## config.mk

```make
export PLATFORM = sky130hd
export DESIGN_NAME = jt6295_rom_sched_flat
export DESIGN_NICKNAME = d
export VERILOG_FILES = /design/src/rtl/jt6295_pkg.sv /design/src/rtl/jt6295_rom_sched_if.sv /design/src/rtl/jt6295_rr4.sv /design/src/rtl/jt6295_rom_sched.sv /design/src/flat_wrapper.sv
export SDC_FILE = /design/constraint.sdc
export NUM_CORES = 1
export LEC_CHECK = 0
export ABC_AREA = 1
export CORE_ASPECT_RATIO = 1.2
export CORE_MARGIN = 10
export CORE_UTILIZATION = 60
export CTS_CLUSTER_DIAMETER = 40
export DETAILED_ROUTE_END_ITERATION = 10
export DONT_BUFFER_PORTS = 1
export GPL_TIMING_DRIVEN = 1
export HOLD_SLACK_MARGIN = 0.05
export MAX_ROUTING_LAYER = met4
export PLACE_DENSITY = 0.84
export SLEW_MARGIN = 40
export SYNTH_ARGS = -nofsm -noshare
export SYNTH_HDL_FRONTEND = slang
export SYNTH_HIERARCHICAL = 1
export SYNTH_SLANG_ARGS = --single-unit
```

## constraint.sdc

```tcl
create_clock -name clk -period 1.9 [get_ports clk]
set_input_delay 0.285 -clock clk [delete_from_list [all_inputs] [get_ports clk]]
set_output_delay 0.285 -clock clk [all_outputs]
set_load 0.02 [all_outputs]
```

## src/rtl/jt6295_pkg.sv

```systemverilog
// Shared types and constants for the JT6295 ROM scheduler and the channel fetchers.
// Latency: none (declarations only).
// Backpressure: none (declarations only).
package jt6295_pkg;
    localparam int NCH    = 4;    // ADPCM channels sharing the ROM port
    localparam int AW_DEF = 18;   // ROM byte-address width
    localparam int DW_DEF = 8;    // ROM data width

    typedef enum logic [1:0] {
        IDLE,
        SETUP,
        WAIT,
        ACK
    } state_t;
endpackage

```

## src/rtl/jt6295_rom_sched_if.sv

```systemverilog
// Requester and ROM-side signal bundle of the ROM scheduler.
// Latency: none (wires only).
// Backpressure: carried by the req/ack pairs and rom_ok.
// Ports: slave = scheduler view, master = requesters + ROM view.
interface jt6295_rom_sched_if
    import jt6295_pkg::*;
#(
    parameter int AW = AW_DEF,
    parameter int DW = DW_DEF
);
    logic              cen_sr4;
    logic              ctl_req;
    logic [AW-1:0]     ctl_addr;
    logic              ctl_ack;
    logic [NCH-1:0]    ch_req;
    logic [NCH*AW-1:0] ch_addr;
    logic [NCH-1:0]    ch_ack;
    logic [DW-1:0]     dout;
    logic              ovr_clr;
    logic [NCH-1:0]    overrun;
    logic [AW-1:0]     rom_addr;
    logic              rom_cs;
    logic [DW-1:0]     rom_data;
    logic              rom_ok;

    modport slave (
        input  cen_sr4, ctl_req, ctl_addr, ch_req, ch_addr, ovr_clr, rom_data, rom_ok,
        output ctl_ack, ch_ack, dout, overrun, rom_addr, rom_cs
    );

    modport master (
        output cen_sr4, ctl_req, ctl_addr, ch_req, ch_addr, ovr_clr, rom_data, rom_ok,
        input  ctl_ack, ch_ack, dout, overrun, rom_addr, rom_cs
    );
endinterface

```

## src/rtl/jt6295_rr4.sv

```systemverilog
// Combinational 4-way round-robin picker: first set req bit searching ptr, ptr+1, ... mod 4.
// Latency: 0 cycles (pure combinational).
// Backpressure: none; the caller decides when a grant is taken and owns ptr.
// Ports: req[3:0], ptr[1:0] in; gnt_valid, gnt_idx[1:0] out.
module jt6295_rr4
    import jt6295_pkg::*;
(
    input  logic [NCH-1:0] req,
    input  logic [1:0]     ptr,
    output logic           gnt_valid,
    output logic [1:0]     gnt_idx
);
    logic [1:0] idx;

    // Walk from the farthest candidate back to ptr so the nearest one wins.
    always_comb begin
        gnt_valid = 1'b0;
        gnt_idx   = 2'd0;
        idx       = 2'd0;
        for (int k = NCH - 1; k >= 0; k--) begin
            idx = ptr + 2'(k);
            if (req[idx]) begin
                gnt_valid = 1'b1;
                gnt_idx   = idx;
            end
        end
    end
endmodule

```

## src/rtl/jt6295_rom_sched.sv

```systemverilog
// Shares one ROM read port between the control fetcher (priority) and 4 round-robin channels.
// Latency: req seen in IDLE -> ack 3 cycles later with rom_ok high (OKDLY=1); one access per 4 clk.
// Backpressure: rom_ok low stalls WAIT indefinitely; pending requesters simply hold req.
// Ports: clk, rst_n (async active-low), bus (slave modport: requests, acks, dout, overrun, ROM side).
module jt6295_rom_sched
    import jt6295_pkg::*;
#(
    parameter int AW    = AW_DEF,
    parameter int DW    = DW_DEF,
    parameter int OKDLY = 1
)(
    input  logic               clk,
    input  logic               rst_n,
    jt6295_rom_sched_if.slave  bus
);
    state_t         state, state_d;
    logic [1:0]     cnt;
    logic [1:0]     ptr;
    logic [1:0]     gnt_ch;
    logic           gnt_ctl;
    logic           rr_vld;
    logic [1:0]     rr_idx;
    logic           grant;
    logic           take;
    logic [AW-1:0]  rom_addr_q;
    logic           rom_cs_q;
    logic [DW-1:0]  dout_q;
    logic [NCH-1:0] ovr_q;
    logic [NCH-1:0] ovr_set;
    logic [NCH-1:0] ch_ack_c;

    jt6295_rr4 u_rr (
        .req       (bus.ch_req),
        .ptr       (ptr),
        .gnt_valid (rr_vld),
        .gnt_idx   (rr_idx)
    );

    always_ff @(posedge clk or negedge rst_n) begin
        if (!rst_n) state <= IDLE;
        else        state <= state_d;
    end

    // rom_ok is only looked at in WAIT, which keeps the address-settle window blind to it.
    always_comb begin
        state_d = state;
        grant   = 1'b0;
        take    = 1'b0;
        case (state)
            IDLE:  if (bus.ctl_req || rr_vld) begin
                       grant   = 1'b1;
                       state_d = SETUP;
                   end
            SETUP: if (cnt == 2'd1) state_d = WAIT;
            WAIT:  if (bus.rom_ok) begin
                       take    = 1'b1;
                       state_d = ACK;
                   end
            ACK:   state_d = IDLE;
            default: state_d = IDLE;
        endcase
    end

    always_ff @(posedge clk or negedge rst_n) begin
        if (!rst_n) begin
            cnt        <= 2'd0;
            ptr        <= 2'd0;
            gnt_ch     <= 2'd0;
            gnt_ctl    <= 1'b0;
            rom_addr_q <= '0;
            rom_cs_q   <= 1'b0;
            dout_q     <= '0;
        end else begin
            if (grant) begin
                gnt_ctl  <= bus.ctl_req;
                rom_cs_q <= 1'b1;
                cnt      <= 2'(OKDLY);
                if (bus.ctl_req) begin
                    rom_addr_q <= bus.ctl_addr;      // ptr untouched on a ctl grant
                end else begin
                    rom_addr_q <= bus.ch_addr[int'(rr_idx)*AW +: AW];
                    gnt_ch     <= rr_idx;
                    ptr        <= rr_idx + 2'd1;
                end
            end
            if (state == SETUP) cnt <= cnt - 2'd1;
            if (take) begin
                dout_q   <= bus.rom_data;
                rom_cs_q <= 1'b0;
            end
        end
    end

    // A channel being acked on the strobe edge made its slot; anyone else still requesting missed it.
    always_comb begin
        ovr_set = '0;
        for (int i = 0; i < NCH; i++) begin
            ovr_set[i] = bus.cen_sr4 & bus.ch_req[i] &
                         ~((state == ACK) && !gnt_ctl && (gnt_ch == 2'(i)));
        end
    end

    // Set wins over a same-cycle clear.
    always_ff @(posedge clk or negedge rst_n) begin
        if (!rst_n) ovr_q <= '0;
        else        ovr_q <= (bus.ovr_clr ? '0 : ovr_q) | ovr_set;
    end

    always_comb begin
        ch_ack_c = '0;
        if (state == ACK && !gnt_ctl) ch_ack_c[gnt_ch] = 1'b1;
    end

    assign bus.ctl_ack  = (state == ACK) && gnt_ctl;
    assign bus.ch_ack   = ch_ack_c;
    assign bus.dout     = dout_q;
    assign bus.overrun  = ovr_q;
    assign bus.rom_addr = rom_addr_q;
    assign bus.rom_cs   = rom_cs_q;
endmodule

```

## src/flat_wrapper.sv

```systemverilog
// flat-port wrapper written by rule: the top's interface ports become plain ports
module jt6295_rom_sched_flat import jt6295_pkg::*;
#(
    parameter int AW    = AW_DEF,
    parameter int DW    = DW_DEF,
    parameter int OKDLY = 1
)
  (clk, rst_n, bus_cen_sr4, bus_ctl_req, bus_ctl_addr, bus_ch_req, bus_ch_addr, bus_ovr_clr, bus_rom_data, bus_rom_ok, bus_ctl_ack, bus_ch_ack, bus_dout, bus_overrun, bus_rom_addr, bus_rom_cs);
  jt6295_rom_sched_if #(.AW(AW), .DW(DW)) bus_i ();
  input  logic clk;
  input  logic rst_n;
  input wire logic [$bits(bus_i.cen_sr4)-1:0] bus_cen_sr4;
  input wire logic [$bits(bus_i.ctl_req)-1:0] bus_ctl_req;
  input wire logic [$bits(bus_i.ctl_addr)-1:0] bus_ctl_addr;
  input wire logic [$bits(bus_i.ch_req)-1:0] bus_ch_req;
  input wire logic [$bits(bus_i.ch_addr)-1:0] bus_ch_addr;
  input wire logic [$bits(bus_i.ovr_clr)-1:0] bus_ovr_clr;
  input wire logic [$bits(bus_i.rom_data)-1:0] bus_rom_data;
  input wire logic [$bits(bus_i.rom_ok)-1:0] bus_rom_ok;
  output wire logic [$bits(bus_i.ctl_ack)-1:0] bus_ctl_ack;
  output wire logic [$bits(bus_i.ch_ack)-1:0] bus_ch_ack;
  output wire logic [$bits(bus_i.dout)-1:0] bus_dout;
  output wire logic [$bits(bus_i.overrun)-1:0] bus_overrun;
  output wire logic [$bits(bus_i.rom_addr)-1:0] bus_rom_addr;
  output wire logic [$bits(bus_i.rom_cs)-1:0] bus_rom_cs;
  assign bus_i.cen_sr4 = bus_cen_sr4;
  assign bus_i.ctl_req = bus_ctl_req;
  assign bus_i.ctl_addr = bus_ctl_addr;
  assign bus_i.ch_req = bus_ch_req;
  assign bus_i.ch_addr = bus_ch_addr;
  assign bus_i.ovr_clr = bus_ovr_clr;
  assign bus_i.rom_data = bus_rom_data;
  assign bus_i.rom_ok = bus_rom_ok;
  assign bus_ctl_ack = bus_i.ctl_ack;
  assign bus_ch_ack = bus_i.ch_ack;
  assign bus_dout = bus_i.dout;
  assign bus_overrun = bus_i.overrun;
  assign bus_rom_addr = bus_i.rom_addr;
  assign bus_rom_cs = bus_i.rom_cs;
  jt6295_rom_sched #(.AW(AW), .DW(DW), .OKDLY(OKDLY)) u_core (.clk(clk), .rst_n(rst_n), .bus(bus_i));
endmodule
```

# Yosys cells after proc, flatten, opt, wreduce, memory -nomap -nowiden

Index checks and enable logic that the tools add are counted.

Mux-type cells: 33
Magnitude comparators: 6
Reduce and logical (&&, ||, !) cells: 15
Multipliers: 1
Bitwise logic cells: 14
Shifts and indexed selects: 1
Add/subtract/negate cells: 5
Equal/unequal tests: 10

Operators with widths:

| operator            | count |
|---|---|
| $shiftx 72x32->18   | 1 |
| $mux 18             | 1 |
| $mux 2              | 9 |
| $lt 2x3->1 const B  | 5 |
| $mux 1              | 15 |
| $and 1x1->1         | 8 |
| $bmux 1 s2          | 4 |
| $eq 2x2->1 const B  | 4 |
| $mux 4              | 2 |
| $pmux 2 s4          | 1 |
| $logic_and 1x1->1   | 7 |
| $eq 2x1->1 const B  | 3 |
| $mul 2x4->6 const B | 1 |
| $not 1->1           | 5 |
| $add 2x1->2 const B | 2 |
| $add 2x2->2 const B | 2 |
| $logic_not 2->1     | 2 |
| $ne 2x1->1 const B  | 2 |
| $or 4x4->4          | 1 |
| $reduce_bool 2->1   | 2 |
| $reduce_and 3->1    | 1 |
| $demux 1 s2         | 1 |
| $ge 2x1->1 const B  | 1 |
| $ne 2x2->1 const B  | 1 |
| other kinds (4)     | 4 |

Word-level logic and storage cells: 94
Output and inout bits: 36
Register bits after elaboration: 40

# Logic depth before layout (Yosys ltp)

Gate-level depths: netlist (run 1).

Depth after elaboration: 12
Depth in mapped cells: 15
Gate-level depth less buffers: 14

# By module

The synthesis (run 1) kept the hierarchy.

By module, submodules not included:

| module           | area an instance (µm²) | times used | cells each |
|---|---|---|---|
| jt6295_rom_sched | 2591.2                 | 1          | 360 |
| jt6295_rr4       | 212.7                  | 1          | 46 |

# Worst setup path before layout (run 1)

No wires, ideal clock.

Path type: register to register
Start point: register u_core.ptr[0]
End point: register u_core.rom_addr_q[15], in the netlist u_core/bus.rom_addr[15]
Arrival: 1.615 ns
Buffers on the path: 3
Setup time: 0.116 ns
Stages on the path, launching flop included: 13
Setup slack: 0.169 ns
Period minus slack after synthesis: 1.731 ns
Cells stage by stage: dfrtp_1 -> buf_6 -> nand2_2 -> and2_4 -> nand2_2 -> nand2_1 -> inv_1 -> a21boi_1 -> buf_2 -> buf_2 -> nand3_1 -> nand3_1 -> nand2_1

Cells in the longest elaborated chain, start to end: 10
Elaborated cells on any way between the ends: 25

RTL lines:

| element                      | line                   | RTL |
|---|---|---|
| start, declared              | jt6295_rom_sched.sv:18 | `logic [1:0] ptr;` |
| start signal, assigned       | jt6295_rom_sched.sv:83 | `ptr <= rr_idx + 2'd1;` |
| $add 2x2->2                  | jt6295_rr4.sv:21       | `idx = ptr + 2'(k);` |
| $bmux 1 s2                   | jt6295_rr4.sv:22       | `if (req[idx]) begin` |
| $mux 1 (not written as such) | jt6295_rr4.sv:22       |  |
| $mux 2 (3 in series)         | jt6295_rr4.sv:22       |  |
| $mux 2 (*)                   | jt6295_rr4.sv:22       |  |
| named net u_core.rr_idx[1]   | jt6295_rom_sched.sv:22 | `logic [1:0] rr_idx;` |
| $mul 2x4->6 (*)              | jt6295_rom_sched.sv:81 | `rom_addr_q <= bus.ch_addr[int'(rr_idx)*AW +: AW];` |
| $shiftx 72x32->18 (*)        | jt6295_rom_sched.sv:81 |  |
| $mux 18 (*)                  | jt6295_rom_sched.sv:78 | `if (bus.ctl_req) begin` |
| end signal, assigned         | jt6295_rom_sched.sv:79 | `rom_addr_q <= bus.ctl_addr;` |
| end signal, assigned         | jt6295_rom_sched.sv:81 |  |
| end, declared                | jt6295_rom_sched.sv:25 | `logic [AW-1:0] rom_addr_q;` |

The timed path passes the listed nets; every way through them passes the cells marked *. The select of a mux whose other input is x is not followed.
A chain may end at the register's enable or synchronous reset.

# Worst setup path in the final report (run 1)

Start point: register u_core.ptr[0]
End point: register u_core.rom_addr_q[6], in the netlist u_core/bus.rom_addr[6]

Same word-level chain as after synthesis.

==> results of run 1 <==
sequential cells by signal, summed over array words and instances, names as in the netlist:
signal and cells:
u_core/bus.dout 8, u_core/bus.overrun 4, u_core/bus.rom_addr 18, u_core/bus.rom_cs 1, u_core/cnt 2, u_core/gnt_ch 2, u_core/gnt_ctl 1, u_core/ptr 2
u_core/state 2
area by class of cell:
class                   instances  area, µm²  share of cell area
inverters                      47        191              0.0611
flip-flops and latches         40       1000               0.319
multi-input cells             299       1510               0.483
clock buffers                   6       72.6              0.0232
well taps                      58       72.6              0.0232
clock inverters                 1       5.00             0.00160
repair buffers                 20        278              0.0886
path summary, 6_finish.rpt:
check / from / end / slack [ns] / depth (start not counted)
max: u_core/ptr[0] / u_core/bus.rom_addr[6] / 0.05 / 15
min: bus_rom_ok / u_core/bus.rom_cs / 0.08 / 1
max reg2reg: u_core/ptr[0] / u_core/bus.rom_addr[6] / 0.05 / 15
min reg2reg: u_core/cnt[1] / u_core/cnt[1] / 0.52 / 2
max in group asynchronous: rst_n / u_core/bus.rom_cs / 1.24 / 2
min in group asynchronous: rst_n / u_core/ptr[1] / 0.48 / 2
layout by cell type (no fill, tap or decap), types with 6 or more instances in the layout:
| cell type | count |
|---|---|
| inv_1 | 39 |
| buf_6 | 6 |
| nand2_1 | 162 |
| buf_4 | 6 |
| mux2_2 | 8 |
| ha_1 | 6 |
| nand4_1 | 20 |
| dfrtp_1 | 40 |
| nand2_2 | 10 |
| nand3_1 | 65 |
logic make-up (layout without fill, tap and decap cells):
logic type / after synthesis / in the layout / share of synthesized area
muxes: 8 / 8 / 0.0321
DFF: 40 / 40 / 0.357
adders and majority gates: 6 / 6 / 0.0268
xor gates and xnor gates: 1 / 1 / 0.00312
buffers and inverters: 67 / 74 / 0.129
and+or+nand+nor: 271 / 271 / 0.426
AOI/OAI and AO/OA: 13 / 13 / 0.0263
critical path, stage by stage, from the launching register on:
cell       delay [ns]
dfrtp_1          0.44
buf_6            0.16
nand2_4          0.06
and2_4           0.14
nand2_2          0.06
nand2_2          0.10
inv_4            0.04
nand2_2          0.06
nand2_2          0.06
nand2_4          0.13
inv_6            0.07
clkbuf_16        0.17
nand2_1          0.06
nand3_1          0.06
nand3_1          0.09
nand2_1          0.06
routing by layer:
| metal | vias up | GRT usage |
|---|---|---|
| li1 | 1307 | - |
| met1 | 1162 | 0.236 |
| met2 | 122 | 0.308 |
| met3 | 6 | 0.0428 |
| met4 | 0 | 0.0497 |
| met5 | - | - |
per-stage QoR:
stage	util	worst slack [ns]	hold WS [ns]	cell area (µm²)	power (W)
detailed placement	0.617	-0.0541	-0.00935	2820	0.00532
finish	0.687	0.0489	0.0850	3130	0.00662
floorplan	-	0.169	-0.0106	2800	0.00463
global route	0.687	-0.0797	0.0795	3130	0.00723
global placement	0.617	0.0534	-0.00937	2820	0.00521
CTS	0.643	0.0118	0.0832	2930	0.00591
timing repair:
action | 4_1_cts | 5_1_grt
resized for setup | 2 | 32
buffers inserted | 0 | 3
gates cloned | 0 | 3
hold buffers | 2 | 0
hold endpoints to repair | 40 | 0
setup endpoints to repair | 18 | 23
pin swaps | 0 | 8
report_power, final:
group | switching (W) | total [W] | leakage, nW | internal [W]
combinational | 0.00236 | 0.00416 | 1.15 | 0.00180
clock | 0.000270 | 0.000520 | 0.0410 | 0.000249
sequential | 0.000703 | 0.00195 | 0.486 | 0.00125
total | 0.00333 | 0.00662 | 1.68 | 0.00329
==> reports/metrics.csv, run 1 <==
metric,value,unit
vias,2597,
finalWirelength,8020,µm
netlist_area,2800,µm²
dp_hpwl,6290,µm
clockBufferDepth,2,
cp.arrival,2.04,ns
finalWeightedCongestion,0.932,
synth_flop_cell,dfrtp_1,
p_leak,1.68,nW
path_clk_slew,0.07,ns
critPathKind,register to register,
worstMarginPinSlew,0.334,ns
ys_ff_latch,40,
grt_pass1_vias,2478,
start_util,0.615,
synth-seq-area-share,0.357,
place_inst,456,
fmax,0.540,GHz
synth_top_cells_by_area,"dfrtp_1, nand2_1, nand3_1, inv_1, nand4_1",
rsz0062_at_grt,yes,
wl_met2,4070,µm
synth_commonest_cells,"nand2_1, nand3_1, inv_1",
worst_ep_required_time,2.09,ns
die_h,94.9,µm
yosysMostFrequentCell,nand2_1,
nNetsFinal,527,
io_pins,144,
wl_met3,649,µm
die_area,7820,µm²
synth_cell_type_count,30,
core_area,4560,µm²
yosysWarnings,6,
worst_setup_path_start_kind,register,
layout_min_cycle_time,1.85,ns
power_density,2110,nW/µm²
setup_viol,0,
cap_violations,0,
fin_worst_skew,0.00484,ns
tritoncts,done,
grt_use_total,0.192,
cp-end-kind,register,
drive_above_1_share,0.160,
syn_inst,406,
hold_viol_final,0,
grt_max_degree,41,
slew_headroom,0.777,
top_layer_used,met4,
async_reset_ff_frac,1.00,
cts_buffers,5,
critPathMaxFanout,13,
tns,0,ns
grt_overflow,0,
irDropWorstVdd,1.79,mV
min-delay-path-class,primary input to register,
dr.pass1.iters,4,
synth_edf_count,0,
fin_cells,471,
htreeDepth,2,
drtIter0Drc,98,
cts_sinks,40,
drcViolationCount,0,
cts-root-buf,clkbuf_8,
slew_viol_final,0,
yosysTopAreaCellShare,0.357,
post-route-period-util,0.974,
io_buffers,0,
antenna_found_initial,0,
viasPerCell,5.51,
status,finished clean,
syn_nets,520,
wl_per_cell,17.0,µm
antenna_cells,0,
row_count,27,
clkLatencyLatePin,0.29,ns
yosys.area.top_type,dfrtp_1,
fillers,397,
syn_avg_cell_area,6.91,µm²
drtAntennaViolNets,0,
grt_pass1_wl,11600,µm
syn_to_final_growth,11.8,%
die_x,82.4,µm
drt-met1-wl,3260,µm
Note: power is estimated with default switching activity, not from simulation.
==> run 2: changes to the inputs <==
- ABC_AREA: 1 -> default
- CAP_MARGIN: default -> 5
- clock period: 1.9 -> 2.05 ns (I/O delays scaled with it)
==> run 2 against run 1 <==
Worst hold slack improved by 0.010 ns. Utilization rose by 3.1 points. Synthesized cell count down 52%. Cell area decreased by 15%. Largest power group is now registers. Via count shrank 35%. Sequential share of layout area is 5.8 points higher. Count of clock-buffer cells in the layout fell by 1. Clock skew increased by 0.00055 ns. Synthesized area fell by 17%. Wire length fell by 13%.
==> reports/metrics.csv, run 2 <==
metric,value,unit,change
power_density,1560,nW/µm²,-26%
cts-root-buf,clkbuf_8,,
cp-end-kind,register,,
synth-seq-area-share,0.430,,+0.0734
critPathKind,register to register,,
post-route-util,0.718,,+0.0309
io_buffers,0,,unchanged
vias,1693,,-35%
path_clk_slew,0.08,ns,about the same
cts_buffers,5,,unchanged
status,finished clean,,
clkLatencyLatePin,0.30,ns,about the same
worst_setup_path_start_kind,register,,
yosys.area.top_type,dfrtp_1,,
top_layer_used,met4,,
drtAntennaViolNets,0,,unchanged
hold_path_depth,1,,unchanged
synth_top_cells_by_area,"dfrtp_1, mux4_2, mux2i_1, mux2_2, a21oi_1",,
async_reset_ff_frac,1.00,,unchanged
syn_to_final_growth,14.0,%,
hold_viol_final,0,,unchanged
synth_edf_count,0,,unchanged
syn_nets,307,,-41%
drtIter0Drc,84,,-14%
yosysWarnings,6,,unchanged
viasPerCell,6.56,,+19%
post-route-period-util,0.989,,+0.0143
ys_ff_latch,40,,unchanged
start_util,0.630,,+0.0149
wl_per_cell,27.2,µm,+59%
final_common_cell,dfrtp_1,,
dr.pass1.iters,4,,unchanged
tns,0,ns,unchanged
synth_cell_type_count,32,,+6.7%
fin_cells,258,,-45%
r2r-end,u_core/bus.rom_addr[4],,
htreeDepth,2,,unchanged
synth_commonest_cells,"dfrtp_1, nor2_1, a21oi_1",,
yosysTopAreaCellShare,0.430,,+0.0734
row_count,24,,-11%
rsz0062_at_grt,yes,,
rr_startpoint,u_core/ptr[1],,
io_pins,144,,unchanged
syn_inst,193,,-52%
finalWirelength,7010,µm,-13%
p_leak,1.13,nW,-33%
largest_reg_flops,18,,unchanged
setup_viol,0,,unchanged
grt_pass1_vias,1845,,-26%
clockBufferDepth,2,,unchanged
hold_ws,0.0952,ns,+0.0102 ns
cap_violations,0,,unchanged
fmax,0.493,GHz,-8.7%
finalWeightedCongestion,0.845,,-9.4%
final_cell_mix,"dfrtp_1, nor2_1, mux2i_1, a21oi_1, mux4_2",,
netlist_area,2330,µm²,-17%
core_area,3690,µm²,-19%
worstMarginPinSlew,0.390,ns,+0.0568 ns
wl_met2,3710,µm,-8.8%
drive_above_1_share,0.272,,+0.112
synth_flop_cell,dfrtp_1,,
min-delay-start,bus_ovr_clr,,
wl_met3,842,µm,+30%
slew_headroom,0.740,,-0.0373
crit_start,u_core/ptr[1],,
die_h,88.2,µm,-7.0%
nNetsFinal,319,,-39%
fillers,269,,-32%
grt_max_degree,41,,unchanged
fin_worst_skew,0.00539,ns,+0.000553 ns
grt_use_total,0.201,,+0.00905
die_area,6780,µm²,-13%
cp.arrival,2.21,ns,+0.17 ns
drt-met1-wl,2350,µm,-28%
min-delay-path-class,primary input to register,,
slew_viol_final,0,,unchanged
rr_worst_depth,7,,-8
syn_avg_cell_area,12.1,µm²,+75%
antenna_found_initial,0,,unchanged
tritoncts,done,,
min_to,u_core/bus.overrun[2],,
antenna_cells,0,,unchanged
critPathMaxFanout,10,,-3
worst_ep_required_time,2.23,ns,+0.14 ns
drcViolationCount,0,,unchanged
yosysMostFrequentCell,dfrtp_1,,
dp_hpwl,5440,µm,-14%
grt_overflow,0,,unchanged
reg2reg_setup_slack,0.02,ns,-0.03 ns
grt_pass1_wl,10100,µm,-12%
cts_sinks,40,,unchanged
irDropWorstVdd,0.739,mV,-59%
place_inst,244,,-46%
layout_min_cycle_time,2.03,ns,+0.175 ns
die_x,76.8,µm,-6.8%
==> run 2: kinds of logic after synthesis <==
logic type,share of synthesized area
muxes,0.311
and+or+nand+nor,0.0882
DFF,0.430
AOI/OAI and AO/OA,0.0925
buffers and inverters,0.0420
adders and majority gates,0.0323
xor gates and xnor gates,0.00377
==> run 2: how the worst max path moves through the flow <==
stage                                          to  slack (ns)  cells past startpoint
after global routing       u_core/bus.rom_addr[9]       -0.04                      7
after CTS                 u_core/bus.rom_addr[16]        0.01                      6
after detailed placement  u_core/bus.rom_addr[16]        0.02                      6
after global placement    u_core/bus.rom_addr[16]         0.1                      6
after floorplan            u_core/bus.rom_addr[0]        0.13                      6
final                      u_core/bus.rom_addr[4]        0.02                      7
==> run 2: routing by layer <==
layer / GRT usage / up-vias
met3: 0.100 / 14
met4: 0.0660 / 0
met2: 0.347 / 120
met1: 0.192 / 816
met5: - / -
li1: - / 743
==> run 2: timing repair <==
item | CTS | global route
hold endpoints to repair | 40 | 0
setup buffers | 0 | 2
gates resized for setup | 0 | 5
hold buffers | 2 | 0
endpoints found under the setup margin | 0 | 15
==> run 2: cell type report <==
type / count / area [µm²] / area share
Multi-Input combinational cell: 134 / 1250 / 0.471
Clock inverter: 3 / 42.5 / 0.0160
Timing Repair Buffer: 15 / 191 / 0.0722
Inverter: 9 / 33.8 / 0.0127
Clock buffer: 5 / 68.8 / 0.0259
Sequential cell: 40 / 1000 / 0.377
Tap cell: 52 / 65.1 / 0.0245
==> run 2: worst max-delay path: stages (launching register included) <==
cell and delay, ns:
dfrtp_1 0.43, mux2i_1 0.17, a211oi_4 0.26, buf_6 0.15
clkbuf_16 0.16, mux4_2 0.49, mux2i_1 0.16, a21oi_1 0.09
==> run 2: power breakdown <==
| group | switching (W) | internal [W] |
|---|---|---|
| registers | 0.000650 | 0.00116 |
| logic | 0.000782 | 0.000907 |
| clock network | 0.000287 | 0.000360 |
==> run 2: per-stage QoR <==
stage	power [W]	area [µm²]	setup slack [ns]
2_1_floorplan	0.00296	2330	0.128
5_1_grt	0.00441	2650	-0.0408
6_report	0.00414	2650	0.0235
3_5_place_dp	0.00337	2430	0.0248
3_3_place_gp	0.00325	2430	0.0952
4_1_cts	0.00404	2570	0.00995
